<file path="config.mk">
export PLATFORM = sky130hd
export DESIGN_NAME = hash_io_adapter
export DESIGN_NICKNAME = d
export VERILOG_FILES = /design/src/rtl/hash_pkg.sv /design/src/rtl/digest_serializer.sv /design/src/rtl/hash_io_adapter.sv
export SDC_FILE = /design/constraint.sdc
export NUM_CORES = 1
export LEC_CHECK = 0
export CORE_AREA = 2 2 276 278
export CTS_BUF_LIST = sky130_fd_sc_hd__clkbuf_16
export DETAILED_ROUTE_END_ITERATION = 8
export DIE_AREA = 0 0 278 280
export GPL_ROUTABILITY_DRIVEN = 0
export GPL_TIMING_DRIVEN = 0
export PLACE_DENSITY_LB_ADDON = 0.25
export SYNTH_ARGS = -nofsm -noshare
export SYNTH_HDL_FRONTEND = slang
export SYNTH_SLANG_ARGS = --single-unit
</file>
<file path="constraint.sdc">
create_clock -name clk -period 2 [get_ports clk]
set_input_delay 0.4 -clock clk [delete_from_list [all_inputs] [get_ports clk]]
set_output_delay 0.4 -clock clk [all_outputs]
set_load 0.05 [all_outputs]
</file>
<file path="src/rtl/hash_pkg.sv">
// Shared types, default widths and derived-count helpers for the hash I/O adapter.
package hash_pkg;

  localparam int unsigned HASH_IN_W        = 8;
  localparam int unsigned HASH_BLOCK_BITS  = 512;
  localparam int unsigned HASH_OUT_W       = 16;
  localparam int unsigned HASH_DIGEST_BITS = 160;

  // Adapter phases: pack input words, hand block to core, await digest, emit digest.
  typedef enum logic [1:0] {
    StFill,
    StIssue,
    StWait,
    StDrain
  } hio_state_t;

  // Input words per message block.
  function automatic int unsigned n_in(input int unsigned block_bits, input int unsigned in_w);
    return block_bits / in_w;
  endfunction

  // Output words per digest.
  function automatic int unsigned n_out(input int unsigned digest_bits,
                                        input int unsigned out_w);
    return digest_bits / out_w;
  endfunction

endpackage

</file>
<file path="src/rtl/digest_serializer.sv">
// Parallel-load digest shift register; emits OUT_W-bit words MSB first over valid/ready.
module digest_serializer
  import hash_pkg::*;
#(
  parameter int unsigned OUT_W       = HASH_OUT_W,
  parameter int unsigned DIGEST_BITS = HASH_DIGEST_BITS
) (
  input  logic                   clk,
  input  logic                   rst_n,
  input  logic                   load_i,
  input  logic [DIGEST_BITS-1:0] data_i,
  input  logic                   ready_i,
  output logic                   valid_o,
  output logic [OUT_W-1:0]       word_o,
  output logic                   done_o
);

  localparam int unsigned NOut = n_out(DIGEST_BITS, OUT_W);
  localparam int unsigned CntW = $clog2(NOut) + 1;

  if ((DIGEST_BITS % OUT_W) != 0) begin : gen_bad_out_w
    $error("OUT_W must divide DIGEST_BITS");
  end

  logic [DIGEST_BITS-1:0] shreg_q, shreg_d;
  logic [CntW-1:0]        cnt_q, cnt_d;
  logic                   valid_q, valid_d;
  logic                   accept;
  logic                   last_word;

  assign accept    = valid_q && ready_i;
  assign last_word = (cnt_q == CntW'(NOut - 1));
  // Final word leaves this cycle; the top returns to filling on the same edge.
  assign done_o    = accept && last_word;

  // Next state: load a fresh digest, or shift one word out per accepted beat.
  always_comb begin
    shreg_d = shreg_q;
    cnt_d   = cnt_q;
    valid_d = valid_q;
    if (load_i) begin
      shreg_d = data_i;
      cnt_d   = '0;
      valid_d = 1'b1;
    end else if (accept) begin
      shreg_d = shreg_q << OUT_W;
      if (last_word) begin
        valid_d = 1'b0;
      end else begin
        cnt_d = cnt_q + CntW'(1);
      end
    end
  end

  // State registers with asynchronous clear.
  always_ff @(posedge clk or negedge rst_n) begin
    if (!rst_n) begin
      shreg_q <= '0;
      cnt_q   <= '0;
      valid_q <= 1'b0;
    end else begin
      shreg_q <= shreg_d;
      cnt_q   <= cnt_d;
      valid_q <= valid_d;
    end
  end

  assign valid_o = valid_q;
  assign word_o  = shreg_q[DIGEST_BITS-1 -: OUT_W];

endmodule

</file>
<file path="src/rtl/hash_io_adapter.sv">
// Packs IN_W-bit host words into a message block for the hash core and serialises the
// returned digest as OUT_W-bit words, with backpressure on both sides.
module hash_io_adapter
  import hash_pkg::*;
#(
  parameter int unsigned IN_W        = HASH_IN_W,
  parameter int unsigned BLOCK_BITS  = HASH_BLOCK_BITS,
  parameter int unsigned OUT_W       = HASH_OUT_W,
  parameter int unsigned DIGEST_BITS = HASH_DIGEST_BITS
) (
  input  logic                   clk,
  input  logic                   rst_n,
  input  logic                   i_valid,
  input  logic [IN_W-1:0]        i_text,
  output logic                   i_ready,
  output logic                   blk_valid,
  output logic [BLOCK_BITS-1:0]  blk_data,
  input  logic                   blk_ready,
  input  logic                   dig_valid,
  input  logic [DIGEST_BITS-1:0] dig_data,
  output logic                   o_valid,
  output logic [OUT_W-1:0]       o_answer,
  input  logic                   o_ready
);

  localparam int unsigned NIn    = n_in(BLOCK_BITS, IN_W);
  localparam int unsigned InCntW = $clog2(NIn) + 1;

  if ((BLOCK_BITS % IN_W) != 0) begin : gen_bad_in_w
    $error("IN_W must divide BLOCK_BITS");
  end

  hio_state_t            state_q;
  logic                  i_ready_q;
  logic                  blk_valid_q;
  logic [BLOCK_BITS-1:0] blk_data_q;
  logic [InCntW-1:0]     in_cnt_q;
  logic                  ser_load;
  logic                  ser_done;

  // Digest is only captured while waiting on the core; strays elsewhere are dropped.
  assign ser_load = (state_q == StWait) && dig_valid;

  // Phase control, block packing and registered handshake outputs.
  always_ff @(posedge clk or negedge rst_n) begin
    if (!rst_n) begin
      state_q     <= StFill;
      i_ready_q   <= 1'b0;
      blk_valid_q <= 1'b0;
      blk_data_q  <= '0;
      in_cnt_q    <= '0;
    end else begin
      unique case (state_q)
        StFill: begin
          i_ready_q <= 1'b1;
          if (i_valid && i_ready_q) begin
            // Word k lands at the k-th slot from the top, so the first word is the MSBs.
            for (int unsigned k = 0; k < NIn; k++) begin
              if (in_cnt_q == InCntW'(k)) begin
                blk_data_q[BLOCK_BITS-1-k*IN_W -: IN_W] <= i_text;
              end
            end
            if (in_cnt_q == InCntW'(NIn - 1)) begin
              state_q     <= StIssue;
              i_ready_q   <= 1'b0;
              blk_valid_q <= 1'b1;
              in_cnt_q    <= '0;
            end else begin
              in_cnt_q <= in_cnt_q + InCntW'(1);
            end
          end
        end
        StIssue: begin
          if (blk_ready) begin
            state_q     <= StWait;
            blk_valid_q <= 1'b0;
          end
        end
        StWait: begin
          if (dig_valid) begin
            state_q <= StDrain;
          end
        end
        StDrain: begin
          // Re-open the input on the last output beat so messages can run back to back.
          if (ser_done) begin
            state_q   <= StFill;
            i_ready_q <= 1'b1;
            in_cnt_q  <= '0;
          end
        end
        default: state_q <= StFill;
      endcase
    end
  end

  digest_serializer #(
    .OUT_W       (OUT_W),
    .DIGEST_BITS (DIGEST_BITS)
  ) u_digest_serializer (
    .clk     (clk),
    .rst_n   (rst_n),
    .load_i  (ser_load),
    .data_i  (dig_data),
    .ready_i (o_ready),
    .valid_o (o_valid),
    .word_o  (o_answer),
    .done_o  (ser_done)
  );

  assign i_ready   = i_ready_q;
  assign blk_valid = blk_valid_q;
  assign blk_data  = blk_data_q;

endmodule

</file>
==> run_results.csv, run 1 <==
group,metric,value,unit
status,run_status,"complete, but fails checks",
status,failed_checks,"hold timing, setup timing",
cts,cts_tree,"yes",
critical_path,worstRegToRegCells,8,
detailed_routing,remaining_drc_errors,0,
sta,timing.setup.tns,-8.65,ns
cells_and_area,final_non_filler_cells,3852,
global_routing,first_global_vias,20844,
cts,clk_pin_slew_worst_paths,0.06,ns
sta,max_slew.worst_pin.slew,1.19,ns
cts,clock_latency,0.62,ns
detailed_routing,drt-initial-drc-count,1032,
sta,timing.hold.ws,-0.265,ns
global_routing,grt.overflow.total,0,
placement,dp_hpwl,67800,µm
cells_and_area,final_net_count,2993,
cells_and_area,layout_common_cells,"sky130_fd_sc_hd__dfrtp_1, sky130_fd_sc_hd__dlygate4sd2_1, sky130_fd_sc_hd__mux2_2",
detailed_routing,drt_first_pass_iters,6,
critical_path,critical_path_peak_fanout,7,
detailed_routing,wl_per_cell,24.3,µm
sta,report.final.slew_viol_count,0,
critical_path,required,2.49,ns
sta,grt_setup_unrepaired,"true",
cts,root_buffer,"sky130_fd_sc_hd__clkbuf_16",
yosys,count_of_flip_flops_with_a_built_in_enable_after_synthesis,0,
cells_and_area,filler_cell_count,6349,
yosys,synth.distinct_cells,50,
detailed_routing,via_count,19420,
cts,cts_buffer_depth,3,
floorplanning,die_height,280,µm
global_routing,global_route_wire_length_before_repair,137000,µm
yosys,synthCells,1978,
floorplanning,design.portCount,705,
detailed_routing,wirelength,93500,µm
critical_path,worst_setup_path_start_kind,"register",
global_routing,number_of_antenna_violations_at_the_first_check_in_global_routing,10,
floorplanning,die_width,278,µm
yosys,synth.yosys.warnings,0,
critical_path,crit_arrival,2.60,ns
yosys,async_flop_share,1.00,
global_routing,grt_max_degree,125,
sta,hold_viol_final,73,
yosys,yosys.area_share.xor_xnor,0.00125,
pwr,power.total,55.4,mW
cells_and_area,final_design_area_no_fill,40600,µm²
min_path,hold_path.class,"in -> async",
yosys,synthesized_nets,2163,
pwr,power_leakage,21.4,nW
cells_and_area,drive_gt1_frac,0.314,
detailed_routing,viasPerCell,5.04,
sta,post-route-min-period,2.11,ns
yosys,compound_gate_fraction_of_synth_area,0.0367,
cells_and_area,register_area,17200,µm²
cts,cts_buffers,77,
flow_run,max-cap-violations,0,
global_routing,grt.total_usage,0.236,
yosys,share_of_the_yosys_chip_area_belonging_to_registers,0.616,
sta,finalSetupViolations,205,
floorplanning,initial_core_util,0.372,
yosys,yosys.area_share.simple,0.0564,
cts,cts.htree.levels,3,
pwr,power_density,1370,nW/µm²
critical_path,timing.critical_path.to_type,"register",
sta,fmaxAchievable,473,MHz
sta,max_slew_margin,0.209,
cells_and_area,areaGrowthSynthToFinish,45.0,%
floorplanning,placeableCoreArea,75200,µm²
floorplanning,std_cell_rows,101,
placement,place.port_buffers,696,
pwr,peakVddDrop,1.06,mV
yosys,ys.flop_type,"sky130_fd_sc_hd__dfrtp_1",
yosys,synth.area.mux_share,0.259,
critical_path,crit_path_category,"reg -> reg",
yosys,postSynthAreaPerCell,14.1,µm²
detailed_routing,postRouteAntennaNets,0,
yosys,postSynthRegisterBits,689,
cells_and_area,multi_input_comb_area,11400,µm²
floorplanning,die-area,77800,µm²
cells_and_area,final_common_cell,"sky130_fd_sc_hd__dfrtp_1",
sta,clock-skew-final,0.0316,ns
placement,place_inst,3658,
yosys,mappedNetlistArea,28000,µm²
cts,clock_sink_count,689,
yosys,synth_top_family_by_area,"multiplexers",
placement,post_dp_cell_area,36400,µm²
yosys,synth-adder-area-share,0.00492,
sta,final.setup.worst_slack,-0.112,ns
sta,period_share,1.06,
[logic make-up after synthesis]
group,Yosys count
AOI/OAI and AO/OA,185
xor gates and xnor gates,4
and+or+nand+nor,275
adders and majority gates,11
buffers and inverters,156
DFF,689
muxes,658
[registers in the layout (all words and copies together) (netlist names)]
signal                       flops
state_q                          2
in_cnt_q                         7
blk_valid                        1
u_digest_serializer.shreg_q    160
u_digest_serializer.valid_o      1
u_digest_serializer.cnt_q        5
blk_data                       512
i_ready                          1
[worst paths after layout]
| path | start | endpoint | slack (ns) |
|---|---|---|---|
| setup / recovery | state_q[1] | blk_data[216] | -0.11 |
| hold / removal | rst_n | blk_data[477] | -0.27 |
| setup reg to reg | state_q[1] | blk_data[216] | -0.11 |
| hold reg to reg | blk_data[488] | blk_data[488] | 0.50 |
| max in group asynchronous | rst_n | blk_data[146] | 0.47 |
| min in group clk | dig_data[156] | u_digest_serializer.shreg_q[156] | 0.35 |
[metrics by stage]
step | setup slack [ns] | util
after floorplan | 0.000304 | -
after global placement | -31.89 | 0.482
after detailed placement | -1.27 | 0.484
after CTS | -0.107 | 0.534
after global routing | -0.183 | 0.540
final | -0.112 | 0.540
[synthesized netlist by cell type, types with 3 or more instances]
library cell	n	area [µm²]
sky130_fd_sc_hd__nor2_1	15	56.3
sky130_fd_sc_hd__nor2_8	19	380
sky130_fd_sc_hd__and2_1	3	18.8
sky130_fd_sc_hd__dfrtp_1	689	17200
sky130_fd_sc_hd__mux2_2	506	5700
sky130_fd_sc_hd__buf_4	19	143
sky130_fd_sc_hd__mux2i_1	144	1440
sky130_fd_sc_hd__nor2b_1	3	18.8
sky130_fd_sc_hd__nand3_1	6	30.0
sky130_fd_sc_hd__nand2_2	4	25.0
sky130_fd_sc_hd__buf_1	19	71.3
sky130_fd_sc_hd__clkbuf_1	86	323
sky130_fd_sc_hd__nand3_2	11	110
sky130_fd_sc_hd__xor2_1	3	26.3
sky130_fd_sc_hd__and3_1	5	31.3
sky130_fd_sc_hd__ha_1	11	138
sky130_fd_sc_hd__a22o_1	18	158
sky130_fd_sc_hd__nand4_1	3	18.8
sky130_fd_sc_hd__nand2_1	176	661
sky130_fd_sc_hd__o21ai_0	153	766
sky130_fd_sc_hd__buf_2	19	95.1
sky130_fd_sc_hd__inv_1	9	33.8
sky130_fd_sc_hd__nor2_2	15	93.8
sky130_fd_sc_hd__mux2_4	8	120
sky130_fd_sc_hd__a21oi_1	3	15.0
[critical path, cell delays in order, from the launching register on]
cell and delay, ns:
sky130_fd_sc_hd__dfrtp_1 0.40, sky130_fd_sc_hd__inv_2 0.09, sky130_fd_sc_hd__ha_4 0.16, sky130_fd_sc_hd__nand3_4 0.10, sky130_fd_sc_hd__or3_4 0.44, sky130_fd_sc_hd__buf_12 0.20
sky130_fd_sc_hd__nor2_8 0.13, sky130_fd_sc_hd__buf_12 0.15, sky130_fd_sc_hd__mux2_4 0.30
[layout make-up]
class / instances / share of cell area
tap: 978 / 0.0302
antenna: 6 / 0.000370
sequential: 689 / 0.425
clock buffer: 79 / 0.0487
buffer: 137 / 0.0198
clock inverter: 60 / 0.0115
multi-input combinational: 1133 / 0.282
inverter: 9 / 0.000833
timing repair buffer: 761 / 0.182
[report_power, final]
part	internal, mW	switching, mW
clock network	7.96	5.80
registers	17.6	2.30
logic	7.36	14.4
total	32.9	22.5
[per-layer routing]
metal,track usage,vias up,share of wire
met5,0,-,0.00061
met2,0.406,645,0.50
met1,0.284,9994,0.40
met4,0.102,10,0.041
met3,0.0529,185,0.059
li1,-,8586,-
[what timing repair did]
item                                    CTS  global route
gates cloned                              4             1
pin swaps                                40            25
endpoints found under the hold margin    73            73
gates resized for setup                 951           134
setup buffers                            46             8
setup endpoints to repair              1215           640
Note: power is estimated with default switching activity, not from simulation.
==> run 2: changes to the inputs <==
--- a/config.mk
+++ b/config.mk
@@ -5,12 +5,14 @@
 export SDC_FILE = /design/constraint.sdc
 export NUM_CORES = 1
 export LEC_CHECK = 0
+export ABC_CLOCK_PERIOD_IN_PS = 2000
 export CORE_AREA = 2 2 276 278
 export CTS_BUF_LIST = sky130_fd_sc_hd__clkbuf_16
 export DETAILED_ROUTE_END_ITERATION = 8
 export DIE_AREA = 0 0 278 280
 export GPL_ROUTABILITY_DRIVEN = 0
 export GPL_TIMING_DRIVEN = 0
+export MAX_ROUTING_LAYER = met4
 export PLACE_DENSITY_LB_ADDON = 0.25
 export SYNTH_ARGS = -nofsm -noshare
 export SYNTH_HDL_FRONTEND = slang
==> run_results.csv, run 2 (same netlist as run 1, synthesis figures left out) <==
group,metric,value,unit
status,run_status,"complete, but fails checks",
status,failed_checks,"hold timing, setup timing",
detailed_routing,wl_per_cell,24.2,µm
detailed_routing,postRouteAntennaNets,0,
pwr,peakVddDrop,1.06,mV
placement,dp_hpwl,67800,µm
critical_path,worst_setup_path_endpoint,"blk_data[216]",
global_routing,first_global_vias,20838,
sta,final.setup.worst_slack,-0.109,ns
cells_and_area,final_net_count,2994,
critical_path,timing.critical_path.buf_inv,3,
critical_path,critical_path_peak_fanout,7,
cts,clk_pin_slew_worst_paths,0.06,ns
cells_and_area,final_core_utilization,0.541,
pwr,power_density,1360,nW/µm²
sta,report.final.slew_viol_count,0,
placement,post_dp_cell_area,36400,µm²
placement,place.port_buffers,696,
cells_and_area,layout_common_cells,"sky130_fd_sc_hd__dfrtp_1, sky130_fd_sc_hd__dlygate4sd2_1, sky130_fd_sc_hd__mux2_2",
sta,period_share,1.05,
floorplanning,placeableCoreArea,75200,µm²
sta,hold_viol_final,73,
critical_path,crit_path_category,"reg -> reg",
critical_path,worstReg2RegStart,"state_q[1]",
critical_path,cp_top_family,"simple AND/OR/NAND/NOR gates",
min_path,hold_path.class,"in -> async",
cts,root_buffer,"sky130_fd_sc_hd__clkbuf_16",
sta,max_slew_margin,0.199,
critical_path,crit_cells,8,
critical_path,cp_common_cell,"sky130_fd_sc_hd__buf_12",
sta,finalSetupViolations,292,
cells_and_area,areaGrowthSynthToFinish,45.3,%
global_routing,grt_max_degree,125,
cts,cts.htree.levels,3,
floorplanning,die_height,280,µm
cells_and_area,final_design_area_no_fill,40700,µm²
pwr,power_leakage,21.4,nW
cells_and_area,final_non_filler_cells,3858,
cells_and_area,flip_flop_count_of_the_largest_register_all_copies_and_words_added,512,
global_routing,grt.overflow.total,0,
detailed_routing,drt-initial-drc-count,1035,
cts,cts_tree,"yes",
placement,place_inst,3658,
critical_path,cp_slowest_stage_delay,0.43,ns
detailed_routing,viasPerCell,5.03,
flow_run,max-cap-violations,0,
sta,max_slew.worst_pin.slew,1.20,ns
detailed_routing,via_count,19417,
critical_path,timing.critical_path.to_type,"register",
sta,clock-skew-final,0.0324,ns
detailed_routing,wirelength,93400,µm
detailed_routing,remaining_drc_errors,0,
sta,grt_setup_unrepaired,"true",
global_routing,number_of_antenna_violations_at_the_first_check_in_global_routing,10,
cts,clock_latency,0.62,ns
critical_path,crit_arrival,2.60,ns
global_routing,global_route_wire_length_before_repair,137000,µm
critical_path,startpoint,"state_q[1]",
critical_path,worst_path_max_delay_cell,"sky130_fd_sc_hd__or3_4",
floorplanning,die_width,278,µm
floorplanning,die-area,77800,µm²
floorplanning,std_cell_rows,101,
cells_and_area,drive_gt1_frac,0.314,
critical_path,reg2reg_slack,-0.11,ns
sta,post-route-min-period,2.11,ns
sta,timing.hold.ws,-0.269,ns
cells_and_area,final_common_cell,"sky130_fd_sc_hd__dfrtp_1",
critical_path,rr_endpoint,"blk_data[216]",
sta,fmaxAchievable,474,MHz
cts,cts_buffers,77,
critical_path,path_cells,"inv_2 > ha_4 > nand3_4 > or3_4 > buf_12 > nor2_8 > buf_12 > mux2_4",
detailed_routing,drt_first_pass_iters,5,
sta,timing.setup.tns,-10.90,ns
critical_path,required,2.49,ns
critical_path,worstRegToRegCells,8,
critical_path,worst_setup_path_start_kind,"register",
floorplanning,design.portCount,705,
cts,cts_buffer_depth,3,
global_routing,grt.total_usage,0.243,
floorplanning,initial_core_util,0.372,
cts,clock_sink_count,689,
[run 2: metal layers]
metal | global-route usage | part of all wire
met1 | 0.284 | 0.40
met2 | 0.406 | 0.50
met3 | 0.0519 | 0.056
met4 | 0.102 | 0.040
met5 | - | 0
[run 2: cell type report]
cell class / count / area (µm²)
timing repair buffer: 762 / 7390
clock buffer: 79 / 1980
buffer: 137 / 805
clock inverter: 60 / 468
inverter: 9 / 33.8
fill: 6345 / 34500
multi-input combinational: 1133 / 11500
sequential: 689 / 17200
tap: 978 / 1220
antenna: 11 / 27.5
[run 2: how the worst min path moves through the flow]
| stage | startpoint | endpoint | depth (start not counted) |
|---|---|---|---|
| final | rst_n | blk_data[477] | 1 |
| after global routing | rst_n | blk_data[477] | 1 |
| after CTS | rst_n | blk_data[477] | 1 |
| after detailed placement | rst_n | blk_data[477] | 1 |
| after global placement | u_digest_serializer.shreg_q[7] | u_digest_serializer.shreg_q[7] | 1 |
| after floorplan | rst_n | blk_data[0] | 0 |
[run 2: what timing repair did]
| action | 4_1_cts | 5_1_grt |
|---|---|---|
| pin swaps | 40 | 23 |
| gates resized for setup | 951 | 147 |
| setup buffers | 46 | 9 |
| hold endpoints to repair | 73 | 73 |
| setup endpoints to repair | 1215 | 638 |
| gates cloned | 4 | 1 |
[run 2: power by group]
| group | switching (mW) | leakage [nW] | internal, mW |
|---|---|---|---|
| sequential | 2.31 | 9.25 | 17.6 |
| clock | 5.80 | 1.23 | 7.96 |
| combinational | 14.4 | 10.9 | 7.39 |
| total | 22.5 | 21.4 | 33.0 |
[run 2: metrics by stage]
step	hold slack, ns	total power, mW	worst slack [ns]
4_1_cts	-0.281	55.3	-0.107
5_1_grt	-0.239	57.8	-0.179
3_5_place_dp	0.394	41.7	-1.27
2_1_floorplan	0.104	33.5	0.000304
6_report	-0.269	55.4	-0.109
3_3_place_gp	0.483	41.3	-31.89
[run 2: worst register-to-register path: stages, from the launching register on]
cell                      delay, ns
sky130_fd_sc_hd__dfrtp_1       0.40
sky130_fd_sc_hd__inv_2         0.10
sky130_fd_sc_hd__ha_4          0.15
sky130_fd_sc_hd__nand3_4       0.10
sky130_fd_sc_hd__or3_4         0.43
sky130_fd_sc_hd__buf_12        0.20
sky130_fd_sc_hd__nor2_8        0.13
sky130_fd_sc_hd__buf_12        0.15
sky130_fd_sc_hd__mux2_4        0.32
==> variant (settings of run 1) <==
Encoding of `hio_state_t`: now one-hot (4 bits for 4 states).
--- a/src/rtl/hash_pkg.sv
+++ b/src/rtl/hash_pkg.sv
@@ -8,9 +8,9 @@
 
   // Adapter phases: pack input words, hand block to core, await digest, emit digest.
-  typedef enum logic [1:0] {
-    StFill,
-    StIssue,
-    StWait,
-    StDrain
+  typedef enum logic [3:0] {
+    StFill  = 4'b0001,
+    StIssue = 4'b0010,
+    StWait  = 4'b0100,
+    StDrain = 4'b1000
   } hio_state_t;
 
Behaviour: same outputs for any inputs over 4 cycles, from zero or initial values and one cycle with rst_n low; so few cycles prove little.
==> variant against run 1 <==
- design area down 0.61%
- utilization down 0.33 points
- fmax down 11%
- worst setup slack worse by 0.27 ns
- power up 7.8%
- first-iteration DRC count up 34%
- area after synthesis down 1.0%
- count of clock-buffer cells in the layout down 3
- wire length up 10%
- the run ends with negative hold slack, max-capacitance violations, max-slew violations, negative setup slack left
- sequential cell count up 2
- worst hold slack better by 0.069 ns
==> variant: results (changes against run 1) <==
clock skew - 0.0290 ns (-0.00259 ns)
Placement Setup Slack - -0.857 ns (+0.416 ns)
first-pass GRT wire length - 148,000 um (+8.1%)
Netlist cell types - 44 (-12%)
CTS Buf Count - 76 (-1.3%)
Worst-Skew Late Latency - 0.64 ns (+0.02 ns)
status - complete, but fails checks
via count - 21,200 (+9.1%)
hpwl dp - 76,000 um (+12%)
Slowest Stage Delay on Critical Path - 0.53 ns (+0.09 ns)
synth top area cells - dfrtp_1 (62%), mux2_2 (21%), nand2_1 (4.7%)
peak supply drop - 1.05 mV (-1.1%)
Setup-failing EPs final - 512 (+150%)
Final Hold Viols - 236 (+220%)
failing checks - negative hold slack, max-capacitance violations, max-slew violations, negative setup slack
Nets - 3,198 (+6.8%)
Max Slew Vio Count - 11 (+11)
synth warn - 0 (unchanged)
Slowest cell on crit path - dfstp_2
max cap viols - 1 (+1)
reg2reg path depth - 6 (-2)
Critical Path AT - 2.88 ns (+0.28 ns)
DR pass1 iterations - 5 (-1)
top post-synthesis cells by count - dfrtp_1 (690), mux2_2 (512), nand2_1 (348), nor2_1 (156), a31oi_1 (146)
layout cell share with drive strength beyond 1 - 31.0% (-0.34 points)
CTS root buf - clkbuf_16
Iter 0 DRT Violations - 1,388 (+34%)
final worst slack - -0.378 ns (-0.266 ns)
Leakage Power - 0.0202 uW (-5.5%)
Max Fanout on Critical Path - 8 (+1)
largest net degree at the start of global routing - 123 (-1.6%)
Synth Net Count - 2,352 (+8.7%)
Fin Hold WS - -0.196 ns (+0.0692 ns)
sequential share of the synthesized area - 62.4% (+0.83 points)
## variant: per-stage QoR
stage | setup TNS [ns] | instance area, sq um | cells
2_1_floorplan | -56.50 | 27800 | 2172
3_3_place_gp | - | 36000 | 3846
6_report | -114.64 | 40300 | 4060
3_5_place_dp | -407.37 | 36100 | 3852
5_1_grt | -145.53 | 40300 | 4059
4_1_cts | -121.88 | 39800 | 4040
## variant: area by class of cell
class	instances	area [sq um]	share of cell area, %
antenna	5	12.5	0.0310
buffer	160	872	2.16
clock buffer	76	1900	4.72
clock inverter	61	449	1.11
inverter	6	22.5	0.0558
multi-input combinational	1307	10900	27.0
sequential	691	17300	42.9
tap	978	1220	3.03
timing repair buffer	776	7650	19.0
## variant: cell families (layout without fill, tap and decap cells)
kind of cell,Yosys count,count (layout),synth area share [%]
DFF,691,691,62.4
and+or+nand+nor,619,619,9.89
muxes,512,512,20.8
buffers and inverters,174,1079,2.70
AOI/OAI and AO/OA,166,166,3.75
adders and majority gates,6,6,0.271
xor gates and xnor gates,4,4,0.126
other,0,5,0
## variant: final timing paths
check	slack [ns]	to	from
min in group clk	0.31	u_digest_serializer.shreg_q[7]$_DFFE_PN0P_	dig_data[7]
hold reg to reg	0.50	blk_data[393]$_DFFE_PN0P_	blk_data[393]$_DFFE_PN0P_
setup / recovery	-0.38	blk_data[494]$_DFFE_PN0P_	state_q[0]$_DFFE_PN1P_
hold / removal	-0.20	blk_data[272]$_DFFE_PN0P_	rst_n
setup reg to reg	-0.38	blk_data[494]$_DFFE_PN0P_	state_q[0]$_DFFE_PN1P_
max in group asynchronous	0.58	blk_data[422]$_DFFE_PN0P_	rst_n
## variant: repair_timing
item	in CTS	in global routing
cloned	4	0
pin swaps	14	19
setup buffers	51	23
endpoints found under the hold margin	41	18
hold buffers	1	1
resized for setup	944	216
endpoints found under the setup margin	1213	811
## variant: layer usage
metal | track usage (%) | up-vias | routed length [um]
met5 | 0 | - | 36
li1 | - | 9213 | -
met1 | 31.6 | 11000 | 41400
met2 | 43.4 | 783 | 50700
met3 | 5.39 | 225 | 5720
met4 | 12.6 | 6 | 5160
## variant: report_power, final
| group | internal (uW) | total [uW] | switching [uW] | leakage (uW) |
|---|---|---|---|---|
| clock | 7500 | 13500 | 5970 | 0.00122 |
| combinational | 8030 | 26800 | 18700 | 0.00963 |
| sequential | 17500 | 19500 | 1950 | 0.00934 |
## variant: worst reg2reg max path: stages, from the launching register on
cell and delay [ns]:
dfstp_2 0.53, or4b_4 0.53, nor4b_4 0.24, buf_6 0.19, buf_12 0.15, nand3_4 0.23
mux2_4 0.39
